<file path="src/rtl/octave_readout_sched.sv">
// -----------------------------------------------------------------------------
// octave_readout_sched
//
// Readout scheduler for one unison of NUM_OCTAVES wavelet cores (octave 0 is
// the highest band). A free-running schedule counter is decoded as a ruler
// sequence, so exactly one octave is strobed per active cycle and octave k is
// strobed every 2^(k+1) cycles. In the cycle after a strobe, that octave's
// I/Q pair is captured together with the gray-coded timestamp. Records whose
// octave is enabled in oct_mask are queued in a FIFO, and the host drains
// them through a valid/ready handshake.
//
// Ports
//   clk_master      : single clock
//   rstb            : asynchronous active-low reset
//   en              : schedule enable (counter advances only while high)
//   oct_mask        : bit k = 1 keeps records of octave k
//   oct_strobe      : one-hot sample strobe to the cores (registered)
//   gray_cnt        : gray code of the schedule counter (registered)
//   read_out_I_bus  : {I1,I0} of octave k at bits [2k+1:2k]
//   read_out_Q_bus  : same packing as read_out_I_bus, for Q
//   rec_valid       : FIFO non-empty
//   rec_ready       : host accepts rec_data
//   rec_data        : {oct_idx[2:0], I[1:0], Q[1:0], ts[CNT_W-1:0]}, FWFT
//   ovf             : sticky, set when a record is dropped on a full FIFO
//   ovf_clr         : clears ovf (a simultaneous drop wins)
// -----------------------------------------------------------------------------
module octave_readout_sched #(
    parameter int NUM_OCTAVES = 8,
    parameter int CNT_W       = 10,
    parameter int FIFO_DEPTH  = 16
) (
    input  logic                     clk_master,
    input  logic                     rstb,
    input  logic                     en,
    input  logic [NUM_OCTAVES-1:0]   oct_mask,
    output logic [NUM_OCTAVES-1:0]   oct_strobe,
    output logic [CNT_W-1:0]         gray_cnt,
    input  logic [2*NUM_OCTAVES-1:0] read_out_I_bus,
    input  logic [2*NUM_OCTAVES-1:0] read_out_Q_bus,
    output logic                     rec_valid,
    input  logic                     rec_ready,
    output logic [CNT_W+6:0]         rec_data,
    output logic                     ovf,
    input  logic                     ovf_clr
);

    localparam int AW    = $clog2(FIFO_DEPTH);
    localparam int REC_W = CNT_W + 7;

    // Schedule state
    logic [CNT_W-1:0]       cnt_q, cnt_d;
    logic [NUM_OCTAVES-1:0] strobe_q, strobe_d;
    logic [CNT_W-1:0]       gray_q, gray_d;
    logic [NUM_OCTAVES-1:0] slot_hot;

    // Capture stage: octave index and timestamp of the strobe just issued
    logic                   pend_vld_q, pend_vld_d;
    logic [2:0]             pend_idx_q, pend_idx_d;
    logic [CNT_W-1:0]       pend_ts_q, pend_ts_d;

    // FIFO state
    logic [REC_W-1:0]       fifo_mem [FIFO_DEPTH];
    logic [AW-1:0]          wr_ptr_q, wr_ptr_d;
    logic [AW-1:0]          rd_ptr_q, rd_ptr_d;
    logic [AW:0]            count_q, count_d;
    logic                   ovf_q, ovf_d;

    logic [1:0]             cap_i, cap_q;
    logic                   cap_keep;
    logic                   push_req, do_push, do_pop, fifo_full, drop;
    logic [REC_W-1:0]       rec_word;

    // Ruler decode: octave k owns the slot when cnt ends in exactly k ones.
    // When the low NUM_OCTAVES bits are all ones every bit is zero (idle slot).
    generate
        for (genvar gi = 0; gi < NUM_OCTAVES; gi++) begin : g_slot
            if (gi == 0) begin : g_lsb
                assign slot_hot[gi] = ~cnt_q[0];
            end else begin : g_upper
                assign slot_hot[gi] = ~cnt_q[gi] & (&cnt_q[gi-1:0]);
            end
        end
    endgenerate

    always_comb begin
        cnt_d    = cnt_q;
        strobe_d = '0;
        gray_d   = gray_q;
        if (en) begin
            cnt_d    = cnt_q + CNT_W'(1);
            strobe_d = slot_hot;
            gray_d   = cnt_q ^ (cnt_q >> 1);
        end
    end

    // The capture stage loads every cycle regardless of en, so a strobe
    // issued just before en falls is still captured.
    always_comb begin
        pend_vld_d = |strobe_q;
        pend_idx_d = 3'd0;
        for (int k = 0; k < NUM_OCTAVES; k++) begin
            if (strobe_q[k]) begin
                pend_idx_d = 3'(k);
            end
        end
        pend_ts_d = gray_q;
    end

    // Cores answer one cycle after the strobe: select their slice now.
    always_comb begin
        cap_i    = 2'b00;
        cap_q    = 2'b00;
        cap_keep = 1'b0;
        for (int k = 0; k < NUM_OCTAVES; k++) begin
            if (pend_idx_q == 3'(k)) begin
                cap_i    = read_out_I_bus[2*k +: 2];
                cap_q    = read_out_Q_bus[2*k +: 2];
                cap_keep = oct_mask[k];
            end
        end
    end

    assign rec_word  = {pend_idx_q, cap_i, cap_q, pend_ts_q};
    assign push_req  = pend_vld_q & cap_keep;
    assign rec_valid = (count_q != '0);
    assign fifo_full = (count_q == (AW+1)'(FIFO_DEPTH));
    assign do_pop    = rec_valid & rec_ready;
    // A full FIFO still accepts a record when a pop frees a slot in the same cycle.
    assign do_push   = push_req & (~fifo_full | do_pop);
    assign drop      = push_req & fifo_full & ~do_pop;

    always_comb begin
        wr_ptr_d = wr_ptr_q;
        rd_ptr_d = rd_ptr_q;
        count_d  = count_q;
        if (do_push) begin
            wr_ptr_d = wr_ptr_q + AW'(1);
        end
        if (do_pop) begin
            rd_ptr_d = rd_ptr_q + AW'(1);
        end
        case ({do_push, do_pop})
            2'b10:   count_d = count_q + (AW+1)'(1);
            2'b01:   count_d = count_q - (AW+1)'(1);
            default: count_d = count_q;
        endcase
        ovf_d = ovf_q;
        if (drop) begin
            ovf_d = 1'b1;
        end else if (ovf_clr) begin
            ovf_d = 1'b0;
        end
    end

    always_ff @(posedge clk_master or negedge rstb) begin
        if (!rstb) begin
            cnt_q      <= '0;
            strobe_q   <= '0;
            gray_q     <= '0;
            pend_vld_q <= 1'b0;
            pend_idx_q <= 3'd0;
            pend_ts_q  <= '0;
            wr_ptr_q   <= '0;
            rd_ptr_q   <= '0;
            count_q    <= '0;
            ovf_q      <= 1'b0;
        end else begin
            cnt_q      <= cnt_d;
            strobe_q   <= strobe_d;
            gray_q     <= gray_d;
            pend_vld_q <= pend_vld_d;
            pend_idx_q <= pend_idx_d;
            pend_ts_q  <= pend_ts_d;
            wr_ptr_q   <= wr_ptr_d;
            rd_ptr_q   <= rd_ptr_d;
            count_q    <= count_d;
            ovf_q      <= ovf_d;
        end
    end

    // Storage is not reset: emptiness is tracked by count_q alone.
    always_ff @(posedge clk_master) begin
        if (do_push) begin
            fifo_mem[wr_ptr_q] <= rec_word;
        end
    end

    assign oct_strobe = strobe_q;
    assign gray_cnt   = gray_q;
    assign ovf        = ovf_q;
    // First-word-fall-through; forced to zero whenever the FIFO is empty.
    assign rec_data   = rec_valid ? fifo_mem[rd_ptr_q] : '0;

endmodule

</file>
<file path="config.mk">
export PLATFORM = sky130hd
export DESIGN_NAME = octave_readout_sched
export DESIGN_NICKNAME = d
export VERILOG_FILES = /design/src/rtl/octave_readout_sched.sv
export SDC_FILE = /design/constraint.sdc
export NUM_CORES = 1
export LEC_CHECK = 0
export CORE_AREA = 5 5 156 158
export CTS_CLUSTER_DIAMETER = 30
export DETAILED_ROUTE_END_ITERATION = 10
export DIE_AREA = 0 0 161 163
export PLACE_DENSITY_LB_ADDON = 0.1
export RECOVER_POWER = 25
export SKIP_LAST_GASP = 1
export SYNTH_ARGS = -nofsm -noshare
export SYNTH_HDL_FRONTEND = slang
export SYNTH_SLANG_ARGS = --single-unit
export TNS_END_PERCENT = 20
</file>
<file path="constraint.sdc">
create_clock -name clk_master -period 4.7 [get_ports clk_master]
set_input_delay 0.94 -clock clk_master [delete_from_list [all_inputs] [get_ports clk_master]]
set_output_delay 0.94 -clock clk_master [all_outputs]
set_load 0.02 [all_outputs]
</file>
==> impl_metrics.tcl <==
set metrics [dict create \
    startpoint "rd_ptr_q[0]" \
    hold_viol_final 0 \
    synthesis.nets 714 \
    final_common_cell "edfxtp_1" \
    crit_path_start_kind "register" \
    max_freq_ghz 0.233 \
    yosysSeqAreaShare 0.723 \
    final_cell_area_mm2 0.0163 \
    ant_nets 0 \
    arrival_ns 3.36 \
    vias 6739 \
    h-tree-depth 2 \
    grt_start_max_net_pins 33 \
    status "finished clean" \
    yosys_warnings 0 \
    syn_area_mm2 0.0132 \
    synthArstFlopShare 0.168 \
    wl_per_cell_um 26.0 \
    timing.max_cap.violations 0 \
    firstDrtPassIters 5 \
    syn_area_per_cell_um2 20.3 \
    r2r-start "pend_idx_q[0]" \
    p_leak_nw 5.75 \
    cts_buffer_depth 3 \
    viasPerCell 6.05 \
    path_class "register to output pin" \
    final_cell_mix "272 x edfxtp_1, 89 x mux4_2, 80 x clkdlybuf4s50_1, 53 x clkbuf_16, 53 x dfrtp_1" \
    drt_iter0_drc 485 \
    drc_errors 0 \
    antenna_cells 0 \
    endpoint_kind "output pin" \
    grt_pass1_wl_um 44200 \
    rsz0062_at_grt "no" \
    skew_ns 0.0232 \
    die_x_um 161 \
    grt_usage 0.228 \
    grt_pass1_vias 7278 \
    cts_made_buffers 52 \
    rows 56 \
    postLayoutCoreUtil 0.709 \
    yosysUniqueCellTypes 51 \
    worst_ep_required_time_ns 3.76 \
    ys_seq_elements 327 \
    report.final.setup_viol 0 \
    core_area_mm2 0.0230 \
    holdBufCountCts 0 \
    cts_sinks 327 \
    antenna_found_initial 0 \
    drv_slew 0 \
    root_buffer "clkbuf_16" \
    die_h_um 163 \
    hold_path_class "register to register" \
    slew-limit-headroom 0.0660 \
    grt_overflow 0 \
    synth_top_area_share 0.618 \
    tightest_slew_ns 1.40 \
    crit_end "rec_data[13]" \
    dieArea_mm2 0.0262 \
    r2r_end "fifo_mem[8][12]" \
    detailed_place_hpwl_um 16600 \
    post_cts_buffers 0 \
    clk_latency_ns 0.55 \
    numPortBuffers 81 \
    synthTopCellsByArea "edfxtp_1 62%, mux4_2 15%, dfrtp_1 10%" \
    reg2reg_slack_ns 0.97 \
    path_clk_slew_ns 0.05 \
    wl_um 28900 \
    worstHoldStart "gray_cnt[2]" \
    fin_crit_ns 4.30 \
    cts_tree "built" \
    synth_edf_count 272 \
    syn_inst 649 \
    place_area_mm2 0.0145 \
    syn2layout_area_growth_pct 23.5 \
    initial_core_util 0.575 \
    ir_worst_vdd_v 0.000407 \
    finalNetCount 845 \
    yosys.area.top_type "edfxtp_1" \
    layout-drive-gt1-share 0.279 \
    synth_ff_type "edfxtp_1" \
    ff2ff_path_depth 7 \
    cts_resized 0 \
    final.setup.tns_ns 0 \
    post-route-period-util 0.914 \
    power_density_mw_per_mm2 689 \
    ios 82 \
    worstPathMaxFanout 24 \
    place_congestion 0.754 \
]
## worst max-delay path: stages (launching register included)
cell             delay, ns
dfrtp_4               0.75
buf_4                 0.36
mux4_2                0.54
mux4_2                0.47
nor2b_1               0.14
clkdlybuf4s50_1       0.55
## state kept, by name (all words and copies together) (netlist names)
signal	flops
ovf	1
count_q	5
wr_ptr_q	4
rd_ptr_q	4
pend_idx_q	3
pend_vld_q	1
oct_strobe	8
cnt_q	10
pend_ts_q	10
gray_cnt	9
fifo_mem	272
## report_power, final
group	switching [mW]	internal (mW)
combinational	1.44	1.60
sequential	0.550	3.82
clock	1.37	2.45
## logic make-up (layout without fill, tap and decap cells)
group | Yosys count | count (layout) | share of synthesized area
compound gates | 30 | 30 | 0.0196
xor+xnor | 19 | 19 | 0.0126
fa+ha+maj | 20 | 20 | 0.0189
buf+inv | 44 | 218 | 0.0138
flops | 327 | 327 | 0.723
mux | 110 | 110 | 0.169
simple gates | 99 | 99 | 0.0430
## metrics by stage
| stage | worst slack, ns | power (mW) | instances | hold WS, ns |
|---|---|---|---|---|
| floorplan | 0.914 | 6.30 | 649 | 0.425 |
| finish | 0.402 | 11.2 | 1113 | 0.415 |
| CTS | 0.300 | 11.3 | 1113 | 0.416 |
| global placement | 0.908 | 7.37 | 1016 | 0.393 |
| global route | 0.171 | 11.7 | 1113 | 0.426 |
| detailed placement | 0.881 | 7.47 | 1016 | 0.400 |
## cell usage after synthesis (2+ instances only)
cell,number
buf_1,3
clkbuf_1,16
mux4_2,89
nand4_1,3
nor2_1,20
nor2b_1,23
a31oi_1,3
nor3_1,2
nand3_1,5
buf_2,11
o21ai_1,2
nand2_1,15
ha_1,20
o221ai_1,2
mux2i_1,10
a21o_1,4
dfrtp_1,55
xor2_1,9
inv_2,2
inv_1,11
and2_1,15
mux2_4,2
edfxtp_1,272
a21oi_1,3
xnor2_1,10
a22o_1,4
a31oi_2,2
mux2_2,8
nor3b_1,3
and4_1,4
## how the worst min path moves through the flow
stage	cells past startpoint	end
floorplan	0	pend_ts_q[0]
global placement	0	pend_ts_q[2]
detailed placement	0	pend_ts_q[2]
CTS	0	pend_ts_q[2]
global route	0	pend_ts_q[2]
finish	0	pend_ts_q[2]
## layer usage
layer	track usage	vias up	routed length (um)
met5	0	-	0
met4	0.0721	0	750
met3	0.0476	70	2030
met2	0.375	257	14500
met1	0.314	3511	11600
li1	-	2901	-
## area by class of cell
cell class | count | area, um2
Multi-Input combinational cell | 278 | 3490
Clock inverter | 35 | 394
Tap cell | 290 | 363
Fill cell | 1418 | 6680
Sequential cell | 327 | 9550
Inverter | 13 | 48.8
Timing Repair Buffer | 108 | 1050
Clock buffer | 62 | 1410
(Power assumes the default switching activity.)
